[config.mk]
export PLATFORM = sky130hd
export DESIGN_NAME = mc_ctrl
export DESIGN_NICKNAME = d
export VERILOG_FILES = /design/src/rtl/mc_pkg.sv /design/src/rtl/mc_decode.sv /design/src/rtl/mc_ctrl.sv
export SDC_FILE = /design/constraint.sdc
export NUM_CORES = 1
export LEC_CHECK = 0
export CAP_MARGIN = 25
export CORE_ASPECT_RATIO = 1.2
export CORE_MARGIN = 8
export CORE_UTILIZATION = 47
export DETAILED_ROUTE_END_ITERATION = 6
export PLACE_DENSITY = 0.9
export REMOVE_ABC_BUFFERS = 1
export SLEW_MARGIN = 20
export SYNTH_ARGS = -nofsm -noshare
export SYNTH_HDL_FRONTEND = slang
export SYNTH_SLANG_ARGS = --single-unit
[constraint.sdc]
create_clock -name clk -period 5.6 [get_ports clk]
set_clock_uncertainty 0.15 [all_clocks]
set_input_delay 0.84 -clock clk [delete_from_list [all_inputs] [get_ports clk]]
set_output_delay 0.84 -clock clk [all_outputs]
set_load 0.005 [all_outputs]
[src/rtl/mc_pkg.sv]
// rtl/mc_pkg.sv - opcode/func constants, FSM state and datapath select codes for mc_ctrl
package mc_pkg;

    localparam logic [5:0] OP_RTYPE = 6'b000000;
    localparam logic [5:0] OP_ORI   = 6'b001101;
    localparam logic [5:0] OP_LUI   = 6'b001111;
    localparam logic [5:0] OP_LW    = 6'b100011;
    localparam logic [5:0] OP_SW    = 6'b101011;
    localparam logic [5:0] OP_BEQ   = 6'b000100;
    localparam logic [5:0] OP_JAL   = 6'b000011;

    localparam logic [5:0] FN_ADD   = 6'b100000;
    localparam logic [5:0] FN_SUB   = 6'b100010;
    localparam logic [5:0] FN_JR    = 6'b001000;

    typedef enum logic [2:0] {
        ST_FETCH  = 3'd0,
        ST_DECODE = 3'd1,
        ST_EXEC   = 3'd2,
        ST_MEM    = 3'd3,
        ST_WB     = 3'd4,
        ST_HALT   = 3'd5
    } state_e;

    typedef enum logic [1:0] {
        ALU_ADD = 2'd0,
        ALU_SUB = 2'd1,
        ALU_OR  = 2'd2,
        ALU_LUI = 2'd3
    } alu_op_e;

    typedef enum logic [1:0] {
        PC_PLUS4  = 2'd0,
        PC_BRANCH = 2'd1,
        PC_JUMP   = 2'd2,
        PC_REG    = 2'd3
    } pc_src_e;

    typedef enum logic [1:0] {
        WA_RD = 2'd0,
        WA_RT = 2'd1,
        WA_RA = 2'd2
    } wa_sel_e;

    typedef enum logic [1:0] {
        WD_ALU = 2'd0,
        WD_MDR = 2'd1,
        WD_PC  = 2'd2
    } wd_sel_e;

    // Exactly one field is set for any instruction word.
    typedef struct packed {
        logic rtype_alu;
        logic ori;
        logic lui;
        logic lw;
        logic sw;
        logic beq;
        logic jal;
        logic jr;
        logic unknown;
    } iclass_t;

endpackage

[src/rtl/mc_decode.sv]
// rtl/mc_decode.sv - combinational opcode/func to one-hot instruction class
module mc_decode
    import mc_pkg::*;
(
    input  logic [5:0] op,
    input  logic [5:0] fn,
    output iclass_t    cls
);

    always_comb begin
        cls = '0;
        case (op)
            OP_RTYPE: begin
                case (fn)
                    FN_ADD, FN_SUB: cls.rtype_alu = 1'b1;
                    FN_JR:          cls.jr        = 1'b1;
                    default:        cls.unknown   = 1'b1;
                endcase
            end
            OP_ORI:  cls.ori     = 1'b1;
            OP_LUI:  cls.lui     = 1'b1;
            OP_LW:   cls.lw      = 1'b1;
            OP_SW:   cls.sw      = 1'b1;
            OP_BEQ:  cls.beq     = 1'b1;
            OP_JAL:  cls.jal     = 1'b1;
            default: cls.unknown = 1'b1;
        endcase
    end

endmodule

[src/rtl/mc_ctrl.sv]
// rtl/mc_ctrl.sv - multi-cycle MIPS-lite control FSM; MC_ILLEGAL_TRAP_EN halts on unknown instructions
module mc_ctrl
    import mc_pkg::*;
#(
    parameter int CNT_W = 32
) (
    input  logic             clk,
    input  logic             reset,
    input  logic [31:0]      instr,
    input  logic             zero,
    input  logic             mem_ready,
    output logic             mem_req,
    output logic             mem_we,
    output logic             mem_sel_d,
    output logic             ir_we,
    output logic             pc_we,
    output logic [1:0]       pc_src,
    output logic [1:0]       alu_op,
    output logic             alu_bsrc,
    output logic             rf_we,
    output logic [1:0]       rf_wa_sel,
    output logic [1:0]       rf_wd_sel,
    output logic [2:0]       state_o,
    output logic [CNT_W-1:0] instret,
    output logic             illegal
);

    state_e           state_q, state_d;
    logic [CNT_W-1:0] instret_q, instret_d;
    iclass_t          cls;
    alu_op_e          alu_op_i;
    logic             alu_bsrc_i;
    logic             retire;
    logic             trap;
    logic             unused_instr_bits;

    assign unused_instr_bits = ^instr[25:6];

    mc_decode u_decode (
        .op  (instr[31:26]),
        .fn  (instr[5:0]),
        .cls (cls)
    );

    always_comb begin
        alu_op_i   = ALU_ADD;
        alu_bsrc_i = 1'b0;
        if (cls.rtype_alu && instr[5:0] == FN_SUB) begin
            alu_op_i = ALU_SUB;
        end else if (cls.ori) begin
            alu_op_i   = ALU_OR;
            alu_bsrc_i = 1'b1;
        end else if (cls.lui) begin
            alu_op_i   = ALU_LUI;
            alu_bsrc_i = 1'b1;
        end else if (cls.lw || cls.sw) begin
            alu_bsrc_i = 1'b1;
        end else if (cls.beq) begin
            alu_op_i = ALU_SUB;
        end
    end

    always_comb begin
        state_d   = state_q;
        retire    = 1'b0;
        trap      = 1'b0;
        mem_req   = 1'b0;
        mem_we    = 1'b0;
        mem_sel_d = 1'b0;
        ir_we     = 1'b0;
        pc_we     = 1'b0;
        pc_src    = PC_PLUS4;
        alu_op    = ALU_ADD;
        alu_bsrc  = 1'b0;
        rf_we     = 1'b0;
        rf_wa_sel = WA_RD;
        rf_wd_sel = WD_ALU;

        case (state_q)
            ST_FETCH: begin
                mem_req = 1'b1;
                if (mem_ready) begin
                    ir_we   = 1'b1;
                    pc_we   = 1'b1;
                    state_d = ST_DECODE;
                end
            end
            ST_DECODE: begin
                if (cls.jal) begin
                    rf_we     = 1'b1;
                    rf_wa_sel = WA_RA;
                    rf_wd_sel = WD_PC;
                    pc_we     = 1'b1;
                    pc_src    = PC_JUMP;
                    retire    = 1'b1;
                    state_d   = ST_FETCH;
                end else if (cls.jr) begin
                    pc_we   = 1'b1;
                    pc_src  = PC_REG;
                    retire  = 1'b1;
                    state_d = ST_FETCH;
                end else if (cls.unknown) begin
`ifdef MC_ILLEGAL_TRAP_EN
                    trap    = 1'b1;
                    state_d = ST_HALT;
`else
                    retire  = 1'b1;
                    state_d = ST_FETCH;
`endif
                end else begin
                    state_d = ST_EXEC;
                end
            end
            ST_EXEC: begin
                alu_op   = alu_op_i;
                alu_bsrc = alu_bsrc_i;
                if (cls.beq) begin
                    pc_we   = zero;
                    pc_src  = PC_BRANCH;
                    retire  = 1'b1;
                    state_d = ST_FETCH;
                end else if (cls.lw || cls.sw) begin
                    state_d = ST_MEM;
                end else begin
                    state_d = ST_WB;
                end
            end
            ST_MEM: begin
                // ALU controls stay applied so the data address cannot move while waiting.
                alu_op    = alu_op_i;
                alu_bsrc  = alu_bsrc_i;
                mem_req   = 1'b1;
                mem_sel_d = 1'b1;
                mem_we    = cls.sw;
                if (mem_ready) begin
                    if (cls.sw) begin
                        retire  = 1'b1;
                        state_d = ST_FETCH;
                    end else begin
                        state_d = ST_WB;
                    end
                end
            end
            ST_WB: begin
                rf_we     = 1'b1;
                rf_wa_sel = cls.rtype_alu ? WA_RD : WA_RT;
                rf_wd_sel = cls.lw ? WD_MDR : WD_ALU;
                retire    = 1'b1;
                state_d   = ST_FETCH;
            end
`ifdef MC_ILLEGAL_TRAP_EN
            ST_HALT: state_d = ST_HALT;
`endif
            default: state_d = ST_FETCH;
        endcase

        if (reset) begin
            state_d   = ST_FETCH;
            retire    = 1'b0;
            trap      = 1'b0;
            mem_req   = 1'b0;
            mem_we    = 1'b0;
            mem_sel_d = 1'b0;
            ir_we     = 1'b0;
            pc_we     = 1'b0;
            pc_src    = PC_PLUS4;
            alu_op    = ALU_ADD;
            alu_bsrc  = 1'b0;
            rf_we     = 1'b0;
            rf_wa_sel = WA_RD;
            rf_wd_sel = WD_ALU;
        end
    end

    always_comb begin
        instret_d = instret_q + {{(CNT_W-1){1'b0}}, retire};
    end

    always_ff @(posedge clk) begin
        if (reset) begin
            state_q   <= ST_FETCH;
            instret_q <= '0;
        end else begin
            state_q   <= state_d;
            instret_q <= instret_d;
        end
    end

`ifdef MC_ILLEGAL_TRAP_EN
    logic illegal_q, illegal_d;

    always_comb begin
        illegal_d = illegal_q | trap;
    end

    always_ff @(posedge clk) begin
        if (reset) begin
            illegal_q <= 1'b0;
        end else begin
            illegal_q <= illegal_d;
        end
    end

    assign illegal = illegal_q;
`else
    logic unused_trap;
    assign unused_trap = trap;
    assign illegal     = 1'b0;
`endif

    assign state_o = state_q;
    assign instret = instret_q;

endmodule

==> qor.yml, run 1 <==
status: "finished clean"
slowest_stage: "clkdlybuf4s50_1"
placed_cell_area_sq_um: 2760
worst-setup-path-type: "primary input to flop"
core_region_area_sq_um: 4530
synth_edf_count: 0
fin_crit_ns: 4.20
power_uw: 530
r2r_end: "instret[28]"
fmax_mhz: 238
wl_per_cell_um: 15.1
die_y_um: 90.3
tns_ns: 0
vias_per_cell: 5.81
io_pins: 87
grt_overflow: 0
drv_cap: 0
clock_sinks: 35
startpoint_type: "primary input"
whs_ns: 0.358
clock-root-buffer: "clkbuf_8"
hp-class: "flop to flop"
cts_buffers: 5
gp_congestion: 0.823
ctsHoldBuffers: 0
synthCells: 259
drt_wl_total_mm: 5.59
utilization_pct: 63.6
r2r_cells: 7
place_ws_ns: 1.10
place_hpwl_mm: 4.22
ys_seq_area_share_pct: 32.4
end_kind: "flop"
p_leak_nw: 0.986
grt_max_degree: 30
final.period_utilization_pct: 74.9
post_cts_buffers: 0
synth-seq-cells: 35
synth_ff_type: "dfxtp_1"
final_layout_size_suffix_gt1_share_pct: 10.5
cts_resized: 0
maxSlewViolCount: 0
async_reset_ff_share_pct: 0
synth-warning-count: 0
path_cells: "clkdlybuf4s50_1 > nor3_1 > and3_2 > or4_1 > a311oi_1 > ha_1 > ha_1 > nand3_4 > nor4_1 > mux2_2"
maxSlewHeadroom_pct: 51.8
clkLatencyLatePin_ns: 0.29
htree_levels: 2
initial_core_util_pct: 47.8
setup_slack_ns: 1.40
grt_pass1_wl_mm: 9.32
antenna_found_initial: 0
num_rows: 27
dp.cells: 363
hold_end: "instret[17]"
drc: 0
critPathMaxFanout: 16
fin_nets: 350
grt_usage_pct: 15.5
ir_worst_vdd_uv: 108
clk_path_buf_depth: 2
crit_path_max_incr_delay_ns: 0.66
drt_iter0_drc: 112
clk_pin_slew_worst_paths_ns: 0.08
synth_area_sq_um: 2160
yosysUniqueCellTypes: 49
hold_path_depth: 2
setup_violations: 0
powerDensity_nw_per_um2: 184
area_delta_synth_final_pct: 33.1
hold_viol_final: 0
first_global_vias: 2021
vias: 2155
path_common_cell: "ha_1"
tightest_slew_ns: 0.721
cts_tree: "done"
syn_avg_cell_area_sq_um: 8.35
cp.arrival_ns: 4.23
min_from: "instret[17]"
postRouteAntennaNets: 0
fin_area_sq_um: 2880
io_buffers: 65
drt_pass1_iterations: 4
rsz0062_at_grt: "false"
design.die.area_sq_um: 7040
stdcell_count: 371
r2r_slack_ns: 2.50
rr_startpoint: "state_o[1]"
diodes: 0
worstPathRequired_ns: 5.63
dieWidth_um: 77.9
critical path: cells and delay by family:
kind / cells / cell delay, ns
muxes: 1 / 0.37
and+or+nand+nor: 5 / 1.50
buffers and inverters: 1 / 0.66
AOI/OAI and AO/OA: 1 / 0.30
adders and majority gates: 2 / 0.54
power by group:
group	total [mW]	internal (mW)	leakage, nW	switching [mW]
combinational	0.0431	0.0219	0.643	0.0212
sequential	0.252	0.250	0.282	0.00207
clock	0.235	0.144	0.0612	0.0906
total	0.530	0.416	0.986	0.114
cell families after synthesis:
logic type | synth area share (%)
and+or+nand+nor | 37.0
AOI/OAI and AO/OA | 13.2
DFF | 32.4
buffers and inverters | 7.87
xor gates and xnor gates | 4.05
muxes | 4.16
adders and majority gates | 1.16
other | 0.173
routing by layer:
layer	part of all wire [%]	up-vias	wire length [um]	track usage (%)
li1	-	1057	-	-
met1	41	1034	2280	16.2
met2	52	56	2940	28.7
met3	5.5	8	310	4.68
met4	1.3	0	70	4.33
met5	0	-	0	0
sequential cells by signal, indices dropped and copies added (netlist names):
name	count
instret	32
state_o	3
placed cells by master (no fill, tap or decap), drive strengths merged, types with 3 or more instances in the layout:
cell            n
mux2            8
nand3          10
o21ai           4
and2            4
xor2            9
nor3            6
and3            6
or2             5
o41ai           4
o311ai          4
and4            5
dfxtp          35
inv            10
nor2           25
clkdlybuf4s50  65
nand2          14
nor4           10
or3             5
nor2b           7
o31ai           6
a21oi          18
nand4          12
clkbuf          6
or4             9
nand2b          4
nor3b           3
worst max path at each step:
stage	from	cells past startpoint	end	slack, ns
2_1_floorplan	instr[29]	9	instret[26]	2.16
3_3_place_gp	instr[29]	10	instret[26]	1.15
3_5_place_dp	instr[29]	10	instret[28]	1.10
4_1_cts	instr[29]	10	instret[28]	1.39
5_1_grt	instr[27]	10	instret[28]	1.14
6_report	instr[29]	10	instret[28]	1.40
synthesized netlist by cell type, types with 2 or more instances:
cell type  number  area share [%]
dfxtp_1        35              32
nor2_1         25             4.3
a21oi_1        18             4.2
nand2_1        14             2.4
nand4_1        12             3.5
inv_1          10             1.7
xor2_1          9             3.6
mux2_2          8             4.2
nor4_1          8             2.3
clkbuf_1        7             1.2
nand3_1         7             1.6
nor2b_1         7             2.0
or4_1           7             2.4
nor3_1          6             1.4
o31ai_1         6             2.1
and4_1          5             2.0
buf_6           5             2.6
or2_2           5             1.4
and2_1          4             1.2
and3_1          4             1.2
buf_2           4            0.93
buf_4           4             1.4
nand2b_1        4             1.2
o311ai_0        4             1.6
o41ai_1         4             1.6
or3_1           4             1.2
nor3b_1         3             1.0
o21ai_0         3            0.69
and3_2          2            0.69
ha_1            2             1.2
nand3_4         2             1.6
nand3b_1        2            0.69
or2b_1          2            0.69
or4_4           2             1.0
area by class of cell:
class	instances	area (sq um)
Clock buffer	6	82.6
Multi-Input combinational cell	194	1290
Clock inverter	2	35.0
Timing Repair Buffer	66	658
Inverter	10	37.5
Fill cell	404	1650
Tap cell	58	72.6
Sequential cell	35	701
Note: power is estimated with default switching activity, not from simulation.
==> run 2, diff against run 1 <==
- CORE_UTILIZATION: 47 -> 44
- PLACE_DENSITY: 0.9 -> 0.85
- clock period: 5.6 -> 4.3 ns (I/O delays scaled with it)
==> qor.yml, run 2 (synthesis results as in run 1) <==
critPathMaxFanout: 16
cp.arrival_ns: 3.80
cts_resized: 0
ctsHoldBuffers: 0
wl_per_cell_um: 15.0
rsz0062_at_grt: "false"
num_rows: 28
maxSlewViolCount: 0
worstPathRequired_ns: 4.33
utilization_pct: 60.1
cts_tree: "done"
final_cell_mix: "clkdlybuf4s50_1 (65), dfxtp_1 (35), nor2_1 (25)"
end_kind: "flop"
clock-root-buffer: "clkbuf_8"
crit_path_max_incr_delay_ns: 0.58
io_pins: 87
p_leak_nw: 1.00
cts_buffers: 5
grt_pass1_wl_mm: 9.46
fin_crit_ns: 3.77
slowest_stage: "clkdlybuf4s50_1"
stdcell_count: 377
hold_viol_final: 0
grt_overflow: 0
status: "finished clean"
drc: 0
drt_pass1_iterations: 4
gp_congestion: 0.841
drt_iter0_drc: 75
hp-class: "flop to flop"
path_common_cell: "ha_1"
multi_input_area_sq_um: 1290
grt_usage_pct: 15.3
path_delay_family: "simple AND/OR/NAND/NOR gates"
vias: 2171
postRouteAntennaNets: 0
tns_ns: 0
core_region_area_sq_um: 4830
clock_sinks: 35
clkLatencyLatePin_ns: 0.28
design.die.area_sq_um: 7430
vias_per_cell: 5.76
setup_slack_ns: 0.527
seq_area_sq_um: 701
htree_levels: 2
startpoint_type: "primary input"
grt_max_degree: 26
io_buffers: 65
area_delta_synth_final_pct: 34.2
clk_path_buf_depth: 2
initial_core_util_pct: 44.7
largest_register_ffs: 32
die_y_um: 92.8
final.period_utilization_pct: 87.7
setup_violations: 0
crit_buf_inv: 1
fin_nets: 355
layout_commonest_cell: "clkdlybuf4s50_1"
ir_worst_vdd_uv: 158
powerDensity_nw_per_um2: 231
antenna_found_initial: 0
whs_ns: 0.344
worst-setup-path-type: "primary input to flop"
nFillCells: 445
dp.cells: 370
final_layout_size_suffix_gt1_share_pct: 11.4
post_cts_buffers: 0
dieWidth_um: 80.0
drt_wl_total_mm: 5.67
path_cells: "clkdlybuf4s50_1 > nor3_1 > and3_2 > or4_1 > a311oi_1 > ha_1 > ha_1 > nand3_4 > nor4_1 > mux2_2"
place_ws_ns: 0.204
place_hpwl_mm: 4.29
fmax_mhz: 265
drv_cap: 0
diodes: 0
first_global_vias: 2006
clk_pin_slew_worst_paths_ns: 0.07
run 2: final timing paths:
kind / start / endpoint / slack (ns) / cells after the start
max: instr[31] / instret[28] / 0.53 / 10
min: instret[31] / instret[31] / 0.34 / 2
max reg2reg: state_o[1] / instret[28] / 1.29 / 7
min reg2reg: instret[31] / instret[31] / 0.34 / 2
run 2: per-stage QoR:
stage / area (sq um) / power (mW)
3_5_place_dp: 2800 / 0.394
2_1_floorplan: 2030 / 0.355
6_report: 2900 / 0.670
3_3_place_gp: 2800 / 0.392
4_1_cts: 2900 / 0.676
5_1_grt: 2900 / 0.695
run 2: tightest hold or removal path, delay by kind of cell, from the launching register on:
| kind | cells | cell delay (ns) |
|---|---|---|
| AO/OA/AOI/OAI | 2 | 0.13 |
| flip-flops | 1 | 0.33 |
run 2: final cells by class:
type	count	share of cell area, %
Multi-Input combinational cell	194	44.5
Sequential cell	35	24.1
Timing Repair Buffer	71	24.0
Tap cell	60	2.59
Clock buffer	6	2.50
Inverter	10	1.29
Clock inverter	1	1.03
run 2: metal layers:
metal | GRT usage (%) | part of all wire, % | vias to the layer above
met5 | 0 | 0 | -
met4 | 4.56 | 1.2 | 0
met3 | 3.59 | 5.5 | 8
met2 | 27.8 | 53 | 50
met1 | 17.0 | 41 | 1043
li1 | - | - | 1070
run 2: power by group:
group | switching, mW | internal (mW) | leakage, nW
sequential | 0.00253 | 0.325 | 0.282
clock | 0.115 | 0.170 | 0.0513
combinational | 0.0283 | 0.0299 | 0.669
